==> config.mk <==
export PLATFORM = sky130hd
export DESIGN_NAME = spi_ram_arbiter_flat
export DESIGN_NICKNAME = d
export VERILOG_FILES = /design/src/rtl/spi_ram_pkg.sv /design/src/rtl/spi_ram_arbiter_if.sv /design/src/rtl/spi_req_port.sv /design/src/rtl/spi_ram_arbiter.sv /design/src/flat_wrapper.sv
export SDC_FILE = /design/constraint.sdc
export NUM_CORES = 1
export LEC_CHECK = 0
export CORE_UTILIZATION = 49
export DETAILED_ROUTE_END_ITERATION = 10
export PLACE_DENSITY_LB_ADDON = 0.12
export SLEW_MARGIN = 20
export SYNTH_ARGS = -nofsm -noshare
export SYNTH_HDL_FRONTEND = slang
export SYNTH_SLANG_ARGS = --single-unit
==> constraint.sdc <==
create_clock -name clk -period 3.7 [get_ports clk]
set_clock_uncertainty 0.05 [all_clocks]
set_input_delay 0.37 -clock clk [delete_from_list [all_inputs] [get_ports clk]]
set_output_delay 0.37 -clock clk [all_outputs]
set_load 0.03 [all_outputs]
==> src/rtl/spi_ram_pkg.sv <==
// Shared types for the two-requester SPI RAM arbiter: command opcodes, arbiter states and
// the default RAM address width.
package spi_ram_pkg;

    parameter int unsigned AddrSizeDefault = 8;

    typedef enum logic [1:0] {
        WrAddr = 2'b00,
        WrData = 2'b01,
        RdAddr = 2'b10,
        RdData = 2'b11
    } spi_op_e;

    typedef enum logic [1:0] {
        StIdle   = 2'b00,
        StIssue  = 2'b01,
        StRdWait = 2'b10
    } arb_state_e;

endpackage

==> src/rtl/spi_ram_arbiter_if.sv <==
// Bundle of requester command/response signals and the shared RAM port.
// The slave modport is the arbiter's view; master is the environment (SPI slaves + RAM).
interface spi_ram_arbiter_if
    import spi_ram_pkg::*;
#(
    parameter int unsigned ADDR_SIZE = AddrSizeDefault
) ();

    logic [9:0]           rx_data_0;
    logic [9:0]           rx_data_1;
    logic                 rx_valid_0;
    logic                 rx_valid_1;
    logic [7:0]           tx_data_0;
    logic [7:0]           tx_data_1;
    logic                 tx_valid_0;
    logic                 tx_valid_1;
    logic                 ovf_0;
    logic                 ovf_1;
    logic [ADDR_SIZE-1:0] mem_addr;
    logic [7:0]           mem_wdata;
    logic                 mem_we;
    logic                 mem_re;
    logic [7:0]           mem_rdata;

    modport slave (
        input  rx_data_0, rx_data_1, rx_valid_0, rx_valid_1, mem_rdata,
        output tx_data_0, tx_data_1, tx_valid_0, tx_valid_1, ovf_0, ovf_1,
        output mem_addr, mem_wdata, mem_we, mem_re
    );

    modport master (
        output rx_data_0, rx_data_1, rx_valid_0, rx_valid_1, mem_rdata,
        input  tx_data_0, tx_data_1, tx_valid_0, tx_valid_1, ovf_0, ovf_1,
        input  mem_addr, mem_wdata, mem_we, mem_re
    );

endinterface

==> src/rtl/spi_req_port.sv <==
// Per-requester state: address registers, one-entry pending buffer, sticky overflow flag and
// the read-response hold counter.
module spi_req_port
    import spi_ram_pkg::*;
#(
    parameter int unsigned ADDR_SIZE = AddrSizeDefault,
    parameter int unsigned TX_HOLD   = 8
) (
    input  logic                 clk,
    input  logic                 rst,
    input  logic [9:0]           rx_data_i,
    input  logic                 rx_valid_i,
    input  logic                 clr_pend_i,
    input  logic                 load_tx_i,
    input  logic [7:0]           mem_rdata_i,
    output logic                 pend_o,
    output logic                 pend_rd_o,
    output logic [7:0]           pend_wdata_o,
    output logic [ADDR_SIZE-1:0] wr_addr_o,
    output logic [ADDR_SIZE-1:0] rd_addr_o,
    output logic [7:0]           tx_data_o,
    output logic                 tx_valid_o,
    output logic                 ovf_o
);

    localparam int unsigned CntW = $clog2(TX_HOLD + 1);

    spi_op_e              op;
    logic [7:0]           payload;
    logic                 pend_q, pend_d;
    logic                 pend_rd_q, pend_rd_d;
    logic [7:0]           pend_wdata_q, pend_wdata_d;
    logic [ADDR_SIZE-1:0] wr_addr_q, wr_addr_d;
    logic [ADDR_SIZE-1:0] rd_addr_q, rd_addr_d;
    logic [7:0]           tx_data_q, tx_data_d;
    logic [CntW-1:0]      cnt_q, cnt_d;
    logic                 ovf_q, ovf_d;

    assign op      = spi_op_e'(rx_data_i[9:8]);
    assign payload = rx_data_i[7:0];

    always_comb begin
        pend_d       = pend_q & ~clr_pend_i;
        pend_rd_d    = pend_rd_q;
        pend_wdata_d = pend_wdata_q;
        wr_addr_d    = wr_addr_q;
        rd_addr_d    = rd_addr_q;
        tx_data_d    = tx_data_q;
        ovf_d        = ovf_q;
        cnt_d        = (cnt_q != '0) ? cnt_q - CntW'(1) : cnt_q;

        if (rx_valid_i) begin
            unique case (op)
                WrAddr: wr_addr_d = ADDR_SIZE'(payload);
                RdAddr: rd_addr_d = ADDR_SIZE'(payload);
                WrData, RdData: begin
                    // A strobe on the clearing edge refills the slot instead of overflowing.
                    if (pend_q && !clr_pend_i) begin
                        ovf_d = 1'b1;
                    end else begin
                        pend_d       = 1'b1;
                        pend_rd_d    = (op == RdData);
                        pend_wdata_d = payload;
                    end
                end
                default: ;
            endcase
        end

        if (load_tx_i) begin
            tx_data_d = mem_rdata_i;
            cnt_d     = CntW'(TX_HOLD);
        end
    end

    always_ff @(posedge clk) begin
        if (rst) begin
            pend_q       <= 1'b0;
            pend_rd_q    <= 1'b0;
            pend_wdata_q <= '0;
            wr_addr_q    <= '0;
            rd_addr_q    <= '0;
            tx_data_q    <= '0;
            cnt_q        <= '0;
            ovf_q        <= 1'b0;
        end else begin
            pend_q       <= pend_d;
            pend_rd_q    <= pend_rd_d;
            pend_wdata_q <= pend_wdata_d;
            wr_addr_q    <= wr_addr_d;
            rd_addr_q    <= rd_addr_d;
            tx_data_q    <= tx_data_d;
            cnt_q        <= cnt_d;
            ovf_q        <= ovf_d;
        end
    end

    assign pend_o       = pend_q;
    assign pend_rd_o    = pend_rd_q;
    assign pend_wdata_o = pend_wdata_q;
    assign wr_addr_o    = wr_addr_q;
    assign rd_addr_o    = rd_addr_q;
    assign tx_data_o    = tx_data_q;
    assign tx_valid_o   = (cnt_q != '0);
    assign ovf_o        = ovf_q;

endmodule

==> src/rtl/spi_ram_arbiter.sv <==
// Two-requester arbiter sharing one RAM port. Round-robin on ties by default; define
// SPI_ARB_FIXED_PRIO_EN to make requester 0 always win ties.
module spi_ram_arbiter
    import spi_ram_pkg::*;
#(
    parameter int unsigned ADDR_SIZE = AddrSizeDefault,
    parameter int unsigned TX_HOLD   = 8
) (
    input logic              clk,
    input logic              rst,
    spi_ram_arbiter_if.slave bus
);

    logic [9:0]           rx_data [2];
    logic [1:0]           rx_valid;
    logic [1:0]           pend, pend_rd, clr_pend, load_tx, tx_valid, ovf;
    logic [7:0]           pend_wdata [2];
    logic [ADDR_SIZE-1:0] wr_addr [2];
    logic [ADDR_SIZE-1:0] rd_addr [2];
    logic [7:0]           tx_data [2];

    assign rx_data[0]  = bus.rx_data_0;
    assign rx_data[1]  = bus.rx_data_1;
    assign rx_valid[0] = bus.rx_valid_0;
    assign rx_valid[1] = bus.rx_valid_1;

    for (genvar i = 0; i < 2; i++) begin : g_port
        spi_req_port #(
            .ADDR_SIZE(ADDR_SIZE),
            .TX_HOLD  (TX_HOLD)
        ) u_port (
            .clk         (clk),
            .rst         (rst),
            .rx_data_i   (rx_data[i]),
            .rx_valid_i  (rx_valid[i]),
            .clr_pend_i  (clr_pend[i]),
            .load_tx_i   (load_tx[i]),
            .mem_rdata_i (bus.mem_rdata),
            .pend_o      (pend[i]),
            .pend_rd_o   (pend_rd[i]),
            .pend_wdata_o(pend_wdata[i]),
            .wr_addr_o   (wr_addr[i]),
            .rd_addr_o   (rd_addr[i]),
            .tx_data_o   (tx_data[i]),
            .tx_valid_o  (tx_valid[i]),
            .ovf_o       (ovf[i])
        );
    end

    arb_state_e           state_q, state_d;
    logic                 last_q, last_d;
    logic                 gnt_q, gnt_d;
    logic                 pick;
    logic                 mem_we_q, mem_we_d;
    logic                 mem_re_q, mem_re_d;
    logic [ADDR_SIZE-1:0] mem_addr_q, mem_addr_d;
    logic [7:0]           mem_wdata_q, mem_wdata_d;

    always_comb begin
`ifdef SPI_ARB_FIXED_PRIO_EN
        pick = ~pend[0];
`else
        if (&pend) begin
            pick = ~last_q;
        end else begin
            pick = ~pend[0];
        end
`endif
    end

    always_comb begin
        state_d     = state_q;
        last_d      = last_q;
        gnt_d       = gnt_q;
        mem_we_d    = 1'b0;
        mem_re_d    = 1'b0;
        mem_addr_d  = mem_addr_q;
        mem_wdata_d = mem_wdata_q;
        clr_pend    = 2'b00;
        load_tx     = 2'b00;

        unique case (state_q)
            StIdle: begin
                if (|pend) begin
                    state_d        = StIssue;
                    gnt_d          = pick;
                    last_d         = pick;
                    clr_pend[pick] = 1'b1;
                    mem_we_d       = ~pend_rd[pick];
                    mem_re_d       = pend_rd[pick];
                    if (pend_rd[pick]) begin
                        mem_addr_d = rd_addr[pick];
                    end else begin
                        mem_addr_d  = wr_addr[pick];
                        mem_wdata_d = pend_wdata[pick];
                    end
                end
            end
            StIssue:  state_d = mem_re_q ? StRdWait : StIdle;
            StRdWait: begin
                state_d        = StIdle;
                load_tx[gnt_q] = 1'b1;
            end
            default:  state_d = StIdle;
        endcase
    end

    always_ff @(posedge clk) begin
        if (rst) begin
            state_q     <= StIdle;
            last_q      <= 1'b1;
            gnt_q       <= 1'b0;
            mem_we_q    <= 1'b0;
            mem_re_q    <= 1'b0;
            mem_addr_q  <= '0;
            mem_wdata_q <= '0;
        end else begin
            state_q     <= state_d;
            last_q      <= last_d;
            gnt_q       <= gnt_d;
            mem_we_q    <= mem_we_d;
            mem_re_q    <= mem_re_d;
            mem_addr_q  <= mem_addr_d;
            mem_wdata_q <= mem_wdata_d;
        end
    end

    assign bus.mem_we     = mem_we_q;
    assign bus.mem_re     = mem_re_q;
    assign bus.mem_addr   = mem_addr_q;
    assign bus.mem_wdata  = mem_wdata_q;
    assign bus.tx_data_0  = tx_data[0];
    assign bus.tx_data_1  = tx_data[1];
    assign bus.tx_valid_0 = tx_valid[0];
    assign bus.tx_valid_1 = tx_valid[1];
    assign bus.ovf_0      = ovf[0];
    assign bus.ovf_1      = ovf[1];

endmodule

==> src/flat_wrapper.sv <==
// flat-port wrapper written by rule: the top's interface ports become plain ports
module spi_ram_arbiter_flat import spi_ram_pkg::*;
#(
    parameter int unsigned ADDR_SIZE = AddrSizeDefault,
    parameter int unsigned TX_HOLD   = 8
)
  (clk, rst, bus_rx_data_0, bus_rx_data_1, bus_rx_valid_0, bus_rx_valid_1, bus_mem_rdata, bus_tx_data_0, bus_tx_data_1, bus_tx_valid_0, bus_tx_valid_1, bus_ovf_0, bus_ovf_1, bus_mem_addr, bus_mem_wdata, bus_mem_we, bus_mem_re);
  spi_ram_arbiter_if #(.ADDR_SIZE(ADDR_SIZE)) bus_i ();
  input logic clk;
  input logic rst;
  input wire logic [$bits(bus_i.rx_data_0)-1:0] bus_rx_data_0;
  input wire logic [$bits(bus_i.rx_data_1)-1:0] bus_rx_data_1;
  input wire logic [$bits(bus_i.rx_valid_0)-1:0] bus_rx_valid_0;
  input wire logic [$bits(bus_i.rx_valid_1)-1:0] bus_rx_valid_1;
  input wire logic [$bits(bus_i.mem_rdata)-1:0] bus_mem_rdata;
  output wire logic [$bits(bus_i.tx_data_0)-1:0] bus_tx_data_0;
  output wire logic [$bits(bus_i.tx_data_1)-1:0] bus_tx_data_1;
  output wire logic [$bits(bus_i.tx_valid_0)-1:0] bus_tx_valid_0;
  output wire logic [$bits(bus_i.tx_valid_1)-1:0] bus_tx_valid_1;
  output wire logic [$bits(bus_i.ovf_0)-1:0] bus_ovf_0;
  output wire logic [$bits(bus_i.ovf_1)-1:0] bus_ovf_1;
  output wire logic [$bits(bus_i.mem_addr)-1:0] bus_mem_addr;
  output wire logic [$bits(bus_i.mem_wdata)-1:0] bus_mem_wdata;
  output wire logic [$bits(bus_i.mem_we)-1:0] bus_mem_we;
  output wire logic [$bits(bus_i.mem_re)-1:0] bus_mem_re;
  assign bus_i.rx_data_0 = bus_rx_data_0;
  assign bus_i.rx_data_1 = bus_rx_data_1;
  assign bus_i.rx_valid_0 = bus_rx_valid_0;
  assign bus_i.rx_valid_1 = bus_rx_valid_1;
  assign bus_i.mem_rdata = bus_mem_rdata;
  assign bus_tx_data_0 = bus_i.tx_data_0;
  assign bus_tx_data_1 = bus_i.tx_data_1;
  assign bus_tx_valid_0 = bus_i.tx_valid_0;
  assign bus_tx_valid_1 = bus_i.tx_valid_1;
  assign bus_ovf_0 = bus_i.ovf_0;
  assign bus_ovf_1 = bus_i.ovf_1;
  assign bus_mem_addr = bus_i.mem_addr;
  assign bus_mem_wdata = bus_i.mem_wdata;
  assign bus_mem_we = bus_i.mem_we;
  assign bus_mem_re = bus_i.mem_re;
  spi_ram_arbiter #(.ADDR_SIZE(ADDR_SIZE), .TX_HOLD(TX_HOLD)) u_core (.clk(clk), .rst(rst), .bus(bus_i));
endmodule
==> impl_results.md <==
* Gr ovfl total at 0
* Share of layout cells above drive strength 1 at under 10%
* Final WL at 9236 um
* R2r setup slk at ~1600 ps
* Sequential power share at about half
* Worst-Margin Slew at 927.1 ps
* Internal power at about 1700 uW
* Final GP Congestion at between 0.8 and 0.9
* Worst-case clock buffer depth at 2
* Endpoints failing hold at 0
* DRC viols at 0
* FF+latch count, synth at 100
* Fill cells at 727
* Gr usage total at between 20 and 25%
* Initial antenna violation count at 0
* Library cells used by synthesis at 39
* CP arrival at around 1900 ps
* Hold Path End: u_core.g_port[1].u_port.tx_data_o[2]$_SDFFE_PP0P_
* Beginning of the worst register-to-register path: u_core.last_q$_SDFFE_PP1N_
* Post-CTS Setup Inserts at 0
* Area growth from synthesis to layout at 22.56%
* CP startpoint kind: register
* Core box area at 8217 sq um
* Wire per inst at 15.37 um
* Diode count at 0
* Max-slew violations at 0
* Row Count at 33
* Hold Crit Start: u_core.g_port[1].u_port.tx_data_o[2]$_SDFFE_PP0P_
* Worst reg-to-reg path cell count at 4
* Final Setup Violations at 0
* Hold depth at 2
* Post-synth top cells: dfxtp_1 (100), nor2_1 (76), mux2i_1 (59)
* Antenna-violating nets left at 0
* DR pass1 iterations at 4
* Vias post-DR at around 3,200
* Die Y at between 90 and 100 um
* Synth top area share at between 40% and 50%
* HP Class: register to register
* Nets at 527
* Worst slew margin at 38.11%
* RSZ-0062 raised after global routing: no
* Mapped Cells at 435
* Pin count of the biggest net entering global routing at 62
* Clk_lat worst skew at between 300 and 400 ps
* Combinational power share at 20.9%
* Sequential share of the synthesized area at roughly 48%
* Placed cells at about 590
* Avg Inst Size Synth at between 9 and 10 sq um
* Power share of the clock group at between 20% and 30%
* Leading register cell type out of synthesis: dfxtp_1
* Post-synth ARST share at 0%
* Top cells by area, synth: dfxtp_1 (48%), mux2i_1 (14%), nor2_1 (6.9%), a211oi_1 (3.1%), nand2b_1 (2.9%)
* Max_cap viols at 0
* Critical path class: register to primary output
* Cell area after layout at 5085 sq um
* Switching power total at between 600 and 700 uW
* Post_cts resized at 0
* Final TNS setup at 0 ps
* Worst-path fanout max at 5
* Via density at roughly 5.3
* Pleak at 0.001985 uW
* Most common cell in the netlist: dfxtp_1
* Root Driver: clkbuf_8
* Vias in the first global route at 3,084
* TritonCTS buffer count at 9
* TritonCTS clock tree: built
* Die width at 94.02 um
* Post-synth EDFFs at 0
* Worst R2R End: u_core.bus.mem_wdata[7]$_SDFFE_PP0P_
* Initial DRC count at ~120
* Outcome: complete, no violations
* Io pins at 70
* Synth warnings at 0
* Yosys top cell by area: dfxtp_1
* Mapped Area at between 4000 and 5000 sq um
* CTS Sinks at 100
* Critical path endpoint category: primary output
* Placement Cell Area at around 4900 sq um
* H-Tree Level Count at 3
* Syn_nets at approximately 470
* Final core occ at roughly 62%
* Fin cells at 601
* Die Area at 8839 sq um
* PwrDens at around 460 nW/um^2
* WP data required at 3280 ps
* WHS at around 410 ps
* DP Wirelength at roughly 6600 um
* Worst-path clk slew at about 100 ps
* Initial Utilization at ~50%
* Minimum clock period at roughly 2300 ps
* Final period util at between 60 and 70%
* Cts hold-fix bufs at 0
* Global-route wire length before repair at around 15,000 um
* Maximum VDD drop at 0.3214 mV
* I/O Buffers at 69
* Multi-input gate area at 2006 sq um
* FF/Latch Area at 2002 sq um
* Net Sw Frac at 29.30%
* Achievable frequency at approximately 0.43 GHz
-- power by group through the flow --
stage	Sequential (uW)	Clock [uW]	Combinational, uW
final	1210	651	492
after global placement	1230	0	478
after detailed placement	1240	0	493
after CTS	1210	665	496
after global routing	1220	708	545
after floorplan	1240	0	313
-- worst max path at each step --
stage,startpoint,to,slack [ps],depth (start not counted)
after floorplan,u_core.state_q[1]$_SDFFE_PP0P_,u_core.g_port[0].u_port.tx_data_o[7]$_SDFFE_PP0P_,2260,5
after global placement,u_core.state_q[1]$_SDFFE_PP0P_,u_core.g_port[0].u_port.tx_data_o[3]$_SDFFE_PP0P_,1700,3
after detailed placement,u_core.last_q$_SDFFE_PP1N_,u_core.bus.mem_wdata[7]$_SDFFE_PP0P_,1670,4
after CTS,u_core.g_port[1].u_port.cnt_q[0]$_SDFFE_PP0P_,bus_tx_valid_1,1380,4
after global routing,u_core.g_port[1].u_port.cnt_q[0]$_SDFFE_PP0P_,bus_tx_valid_1,1300,4
final,u_core.g_port[1].u_port.cnt_q[0]$_SDFFE_PP0P_,bus_tx_valid_1,1390,4
-- through the flow --
step | setup WS (ps) | total power, uW
after floorplan | 2261 | 1557
after global placement | 1700 | 1709
after detailed placement | 1668 | 1729
after CTS | 1377 | 2371
after global routing | 1296 | 2473
final | 1392 | 2353
-- layout make-up --
cell class,count,share of cell area (%)
clock inverters,4,0.6398
inverters,6,0.4429
flip-flops and latches,100,39.37
clock buffers,12,3.051
multi-input cells,300,39.44
well taps,105,2.584
repair buffers,74,14.47
-- state kept, by name, indices dropped and copies added, names as in the netlist, 2 cells and up --
signal	count
u_core.g_port.u_port.tx_data_o	16
u_core.g_port.u_port.ovf_o	2
u_core.bus.mem_addr	8
u_core.state_q	2
u_core.g_port.u_port.wr_addr_o	16
u_core.g_port.u_port.pend_o	2
u_core.g_port.u_port.pend_rd_o	2
u_core.g_port.u_port.pend_wdata_o	16
u_core.g_port.u_port.cnt_q	8
u_core.bus.mem_wdata	8
u_core.g_port.u_port.rd_addr_o	16
-- cell usage in the layout (no fill, tap or decap), types with 2 or more instances in the layout --
cell type        netlist  final
dfxtp_1              100    100
nor2_1                76     76
clkdlybuf4s50_1        0     68
mux2i_1               59     59
nand2_1               24     24
nand2b_1              19     19
nor2b_1               18     18
a211oi_1              17     17
a21oi_1               15     15
nand3b_1              11     11
clkbuf_8               0     11
a221oi_1               8      8
o22a_1                 8      8
o31ai_1                8      8
nor3_1                 7      7
inv_1                  5      5
ha_1                   4      4
buf_4                  2      4
and2_1                 2      2
nor3b_1                3      2
xor2_1                 2      2
or3_1                  2      2
a2111oi_0              2      2
xnor2_1                2      2
clkinvlp_4             0      2
-- layer usage --
layer	track usage (%)	up-vias	part of all wire (%)
met1	29.48	1521	48
met2	35.95	50	48
li1	-	1618	-
met4	6.154	0	1.0
met3	4.450	10	3.6
met5	0	-	0
-- worst max-delay path, cell delays in order, from the launching register on --
cell and delay (ps):
dfxtp_1 370, inv_1 70, ha_1 210, nand2_1 160
clkdlybuf4s50_1 700
-- kinds of logic (layout without fill, tap and decap cells) --
kind of cell / Yosys count / after routing / share of synthesized area [%]
AO/OA/AOI/OAI: 66 / 66 / 12.03
multiplexers: 59 / 59 / 14.23
buffers and inverters: 35 / 96 / 3.679
adder cells (fa/ha/maj): 4 / 4 / 1.206
flip-flops: 100 / 100 / 48.25
AND/OR/NAND/NOR: 167 / 167 / 19.75
XOR/XNOR: 4 / 4 / 0.8445
No activity file was read; power rests on OpenSTA's default activity.
